## config.mk

```make
export PLATFORM = sky130hd
export DESIGN_NAME = lsu_mem_port
export DESIGN_NICKNAME = d
export VERILOG_FILES = /design/src/rtl/lsu_mem_port.sv
export SDC_FILE = /design/constraint.sdc
export NUM_CORES = 1
export LEC_CHECK = 0
export ABC_AREA = 1
export ABC_CLOCK_PERIOD_IN_PS = 3400
export BUFFER_PORTS_ARGS = -buffer_cell sky130_fd_sc_hd__buf_2
export CORE_MARGIN = 2
export CORE_UTILIZATION = 24
export DETAILED_ROUTE_END_ITERATION = 8
export GPL_TIMING_DRIVEN = 0
export HOLD_SLACK_MARGIN = 0.06
export PLACE_DENSITY = 0.57
export SLEW_MARGIN = 10
export SYNTH_ARGS = -nofsm -noshare
export SYNTH_HDL_FRONTEND = slang
export SYNTH_SLANG_ARGS = --single-unit
```

## constraint.sdc

```tcl
create_clock -name clk_i -period 3.4 [get_ports clk_i]
set_input_delay 0.85 -clock clk_i [delete_from_list [all_inputs] [get_ports clk_i]]
set_output_delay 0.85 -clock clk_i [all_outputs]
set_load 0.01 [all_outputs]
```

## src/rtl/lsu_mem_port.sv

```systemverilog
// lsu_mem_port: load/store unit between the core datapath and a word-addressed
// data RAM (synchronous write, asynchronous read). Handles byte/half/word
// accesses, read-modify-write for sub-word stores and load extension.
// Optional feature macro: LSU_BOUNDS_CHECK_EN (faults on address bits above
// the RAM range instead of wrapping).
module lsu_mem_port #(
  parameter  int unsigned XLen      = 32,
  parameter  int unsigned NPos      = 1024,
  localparam int unsigned NPosWidth = $clog2(NPos)
) (
  input  logic                 clk_i,
  input  logic                 rst_i,
  input  logic                 req_valid_i,
  output logic                 req_ready_o,
  input  logic                 req_we_i,
  input  logic [XLen-1:0]      req_addr_i,
  input  logic [1:0]           req_size_i,
  input  logic                 req_unsigned_i,
  input  logic [XLen-1:0]      req_wdata_i,
  output logic                 rsp_valid_o,
  input  logic                 rsp_ready_i,
  output logic [XLen-1:0]      rsp_rdata_o,
  output logic                 rsp_err_o,
  output logic [NPosWidth-1:0] mem_a_o,
  output logic                 mem_we_o,
  output logic [XLen-1:0]      mem_wd_o,
  input  logic [XLen-1:0]      mem_rd_i
);

  localparam int unsigned AddrHiLsb = NPosWidth + 2;
  localparam logic [1:0]  SizeByte  = 2'b00;
  localparam logic [1:0]  SizeHalf  = 2'b01;
  localparam logic [1:0]  SizeWord  = 2'b10;

  typedef enum logic [1:0] {IDLE, ACCESS, WRITE, RESP} state_t;

  state_t state_q, state_d;

  logic                 we_q, unsigned_q;
  logic [1:0]           size_q, lane_q;
  logic [XLen-1:0]      wdata_q;
  logic                 latch_req;

  logic                 req_ready_d, rsp_valid_d, rsp_err_d, mem_we_d;
  logic [XLen-1:0]      rsp_rdata_d, mem_wd_d;
  logic [NPosWidth-1:0] mem_a_d;

  logic                 req_bad_c, addr_oob_c;
  logic [4:0]           lane_sh;
  logic [XLen-1:0]      rd_lane, load_ext, lane_mask, merge_c;

`ifdef LSU_BOUNDS_CHECK_EN
  // Any address bit above the RAM range faults the request
  assign addr_oob_c = |req_addr_i[XLen-1:AddrHiLsb];
`else
  // Upper address bits are discarded so accesses wrap modulo the RAM size
  logic unused_addr_hi;
  assign unused_addr_hi = |req_addr_i[XLen-1:AddrHiLsb];
  assign addr_oob_c     = 1'b0;
`endif

  // Request legality: illegal size, misalignment or out-of-range address
  always_comb begin
    req_bad_c = (req_size_i == 2'b11)
              | ((req_size_i == SizeHalf) & req_addr_i[0])
              | ((req_size_i == SizeWord) & (req_addr_i[1:0] != 2'b00))
              | addr_oob_c;
  end

  // Load lane extraction with sign/zero extension
  always_comb begin
    lane_sh = {lane_q, 3'b000};
    rd_lane = mem_rd_i >> lane_sh;
    case (size_q)
      SizeByte: load_ext = unsigned_q ? XLen'(rd_lane[7:0])
                                      : {{(XLen-8){rd_lane[7]}}, rd_lane[7:0]};
      SizeHalf: load_ext = unsigned_q ? XLen'(rd_lane[15:0])
                                      : {{(XLen-16){rd_lane[15]}}, rd_lane[15:0]};
      default:  load_ext = rd_lane;
    endcase
  end

  // Sub-word store merge of the new lane into the current RAM word
  always_comb begin
    lane_mask = (size_q == SizeByte) ? XLen'(8'hFF) : XLen'(16'hFFFF);
    merge_c   = (mem_rd_i & ~(lane_mask << lane_sh)) | ((wdata_q & lane_mask) << lane_sh);
  end

  // FSM state register
  always_ff @(posedge clk_i or posedge rst_i) begin
    if (rst_i) state_q <= IDLE;
    else       state_q <= state_d;
  end

  // Next-state and next-output logic; outputs are registered from the *_d values
  always_comb begin
    state_d     = state_q;
    latch_req   = 1'b0;
    rsp_valid_d = rsp_valid_o;
    rsp_err_d   = rsp_err_o;
    rsp_rdata_d = rsp_rdata_o;
    mem_a_d     = mem_a_o;
    mem_we_d    = 1'b0;
    mem_wd_d    = mem_wd_o;
    case (state_q)
      IDLE: begin
        if (req_valid_i && req_ready_o) begin
          latch_req   = 1'b1;
          rsp_rdata_d = '0;
          if (req_bad_c) begin
            state_d     = RESP;
            rsp_valid_d = 1'b1;
            rsp_err_d   = 1'b1;
          end else begin
            state_d = ACCESS;
            mem_a_d = req_addr_i[NPosWidth+1:2];
            if (req_we_i && (req_size_i == SizeWord)) begin
              mem_we_d = 1'b1;
              mem_wd_d = req_wdata_i;
            end
          end
        end
      end
      ACCESS: begin
        if (!we_q) begin
          rsp_rdata_d = load_ext;
          rsp_valid_d = 1'b1;
          state_d     = RESP;
        end else if (size_q == SizeWord) begin
          rsp_valid_d = 1'b1;
          state_d     = RESP;
        end else begin
          // mem_wd_o doubles as the merge register for the WRITE cycle
          mem_we_d = 1'b1;
          mem_wd_d = merge_c;
          state_d  = WRITE;
        end
      end
      WRITE: begin
        rsp_valid_d = 1'b1;
        state_d     = RESP;
      end
      RESP: begin
        if (rsp_ready_i) begin
          rsp_valid_d = 1'b0;
          rsp_err_d   = 1'b0;
          rsp_rdata_d = '0;
          state_d     = IDLE;
        end
      end
      default: state_d = IDLE;
    endcase
    req_ready_d = (state_d == IDLE);
  end

  // Registered outputs
  always_ff @(posedge clk_i or posedge rst_i) begin
    if (rst_i) begin
      req_ready_o <= 1'b1;
      rsp_valid_o <= 1'b0;
      rsp_err_o   <= 1'b0;
      rsp_rdata_o <= '0;
      mem_a_o     <= '0;
      mem_we_o    <= 1'b0;
      mem_wd_o    <= '0;
    end else begin
      req_ready_o <= req_ready_d;
      rsp_valid_o <= rsp_valid_d;
      rsp_err_o   <= rsp_err_d;
      rsp_rdata_o <= rsp_rdata_d;
      mem_a_o     <= mem_a_d;
      mem_we_o    <= mem_we_d;
      mem_wd_o    <= mem_wd_d;
    end
  end

  // Request capture on handshake
  always_ff @(posedge clk_i or posedge rst_i) begin
    if (rst_i) begin
      we_q       <= 1'b0;
      unsigned_q <= 1'b0;
      size_q     <= 2'b00;
      lane_q     <= 2'b00;
      wdata_q    <= '0;
    end else if (latch_req) begin
      we_q       <= req_we_i;
      unsigned_q <= req_unsigned_i;
      size_q     <= req_size_i;
      lane_q     <= req_addr_i[1:0];
      wdata_q    <= req_wdata_i;
    end
  end

endmodule

```

==> metrics.txt <==
outcome=finished clean; largest net degree at the start of global routing=33; Detail Placement HPWL=16630 um; commonest non-fill, non-tap cell in the layout=nand2_1; nets@finish=1063; clk_skew=0.01363 ns; Hold-fix buffers, CTS=0; CTS resizes=0; top post-synthesis cells by area=dfrtp_1, nand2_1, o21ai_0; io pins=182; clock tree buffer depth=2; worst-skew pair later-pin latency=~0.37 ns; Seq cells post-synth=102; Worst IR Drop VDD=between 0.0003 and 0.0004 V; DRT antenna net count=0; Clock transition at path regs=0.08 ns; Fin. Hold Viols=0; Buf/Inv on CP=2; crit path cell chain=buf_2 -> nand2_1 -> nor2_2 -> nand3_1 -> nand2_2 -> buf_2 -> nand3_1 -> nand2_1; routed len/inst=16.56 um; RSZ-0062 raised after global routing=false; post-route setup TNS=0 ns; post-synth top area cell=dfrtp_1; Buffers on Ports=161; Lkg Pwr=about 3.9 nW; Crit path arrival time=around 2.3 ns; CP peak stage delay=0.34 ns; post-synthesis cell area=around 5500 um^2; gpl congestion=0.9230; GRT Resource Usage Total=0.1751; Syn. warnings=0; Crit-path slowest cell=nor2_2; area grow syn2layout=28.14%; gr ovfl total=0; FMAX=501.4 MHz; Avg Cell Area, Syn=6.960 um^2; row cnt=55; CP Capture Type=register; Synth top area share=0.4632; Crit Path Max Fanout=10; share of layout cells above drive strength 1=0.2448; overall die height=154.8 um; WL final=just over 20000 um; vias in the first global route=5562; CP startpoint kind=input port; actual slew at the worst max-slew pin=0.5368 ns; Core ar.=22500 um^2; Slew HR=0.6421; CP top delay family=simple AND/OR/NAND/NOR gates; first-iteration detailed-routing DRC count=429; Via Count=approximately 5.6k; class of the worst hold path=in -> async; initial antenna violation count=5; most frequent cells in the layout=nand2_1, buf_2, dfrtp_1; post-CTS setup buffers=0; Clock Root Buffer=clkbuf_16; DRC=0; CTS Sinks=102; Mapped Nets=888; pwr dens=roughly 930 nW/um^2; total power=0.006534 W; DRT Pass-1 Iters=5; Initial Util=0.2425; CTS tree=yes; Syn Inst Count=between 700 and 800; final setup vio count=0; Worst Path Required=3.70 ns; fin. max-slew vios=0; maxcap violations=0; vias per cell=between 4 and 5; first-pass GRT wire length=around 32000 um; post-synthesis cell type count=27; die area=23960 um^2; Final Cycle Share=0.5866; critical path class=in -> reg; CTS Buf Count=9; min Tclk post-route=1.994 ns; die width=154.8 um; H-tree levels=3; sequential element share of the synthesized area=0.4680
[stage by stage]
stage | instance area [um^2] | std cells | utilization | worst slack (ns) | hold WS, ns
after floorplan | 5460 | 784 | - | 1.333 | 0.4649
after global placement | 6623 | 1230 | 0.2943 | 0.4933 | 0.4534
after detailed placement | 6683 | 1233 | 0.2970 | 0.9911 | 0.4578
after CTS | 6987 | 1249 | 0.3105 | 1.374 | 0.4760
after global routing | 6987 | 1249 | 0.3105 | 1.265 | 0.4974
final | 6992 | 1251 | 0.3107 | 1.406 | 0.4719
[flip-flops by register name (all words and copies together), names as in the netlist]
register     flops
mem_wd_o        32
rsp_rdata_o     32
wdata_q         16
mem_a_o         10
lane_q           2
size_q           2
state_q          2
mem_we_o         1
req_ready_o      1
rsp_err_o        1
rsp_valid_o      1
unsigned_q       1
we_q             1
[power by group]
group	switching, W	leakage, nW	internal, W
Sequential	0.000355	1.30	0.00179
Combinational	0.00216	2.43	0.00112
Clock	0.000527	0.144	0.000581
[cells in the mapped netlist]
cell and number:
o21a_1 1, buf_6 1, nor2_2 4, dfrtp_1 101, a22oi_1 1, buf_4 2, dfstp_2 1, a21o_1 2
o21ai_0 64, inv_2 9, nand2_2 3, nor3b_1 1, nand2_4 1, a21oi_1 17, clkbuf_1 17, inv_1 31
or2_2 14, buf_1 1, nand3_2 2, o211ai_1 5, a31oi_1 2, nand2_1 392, buf_2 17, nand3_1 54
nand3b_1 4, nor2_1 36, nor2_4 1
[worst reg2reg max path, delay by kind of cell (launching register included)]
family / cells / cell delay, ns
and+or+nand+nor: 6 / 1.07
DFF: 1 / 0.54
buffers and inverters: 1 / 0.31
[cell families (layout without fill, tap and decap cells)]
kind of cell,count (synthesis),in the layout,share of synthesized area
AND/OR/NAND/NOR,512,512,0.3827
AO/OA/AOI/OAI,92,92,0.08897
other,0,2,0
buffers and inverters,78,258,0.06030
flip-flops,102,102,0.4680
[final timing paths]
| path | from | to | slack [ns] | depth (start not counted) |
|---|---|---|---|---|
| setup reg to reg | req_ready_o | mem_wd_o[27] | 1.42 | 7 |
| hold reg to reg | mem_wd_o[5] | mem_wd_o[5] | 0.47 | 2 |
| max in group asynchronous | rst_i | req_ready_o | 2.14 | 4 |
| hold / removal | rst_i | mem_wd_o[31] | 0.47 | 2 |
| min in group clk_i | mem_wd_o[5] | mem_wd_o[5] | 0.47 | 2 |
| setup / recovery | req_valid_i | mem_wd_o[27] | 1.41 | 8 |
[final cells by class]
class | count | area, um^2
Inverter | 40 | 153.9
Clock inverter | 7 | 78.83
Fill cell | 2524 | 15510
Multi-Input combinational cell | 604 | 2574
Antenna cell | 2 | 5.005
Tap cell | 285 | 356.6
Sequential cell | 102 | 2554
Timing Repair Buffer | 164 | 865.8
Clock buffer | 9 | 225.2
Buffer | 38 | 178.9
[layer usage]
layer / share of wire / vias to the layer above / GRT usage
met1: 0.46 / 2595 / 0.2322
met4: 0.024 / 6 / 0.06481
met3: 0.067 / 34 / 0.04679
met5: 0.0020 / - / 0
li1: - / 2810 / -
met2: 0.45 / 168 / 0.2744
Note: power is estimated with default switching activity, not from simulation.
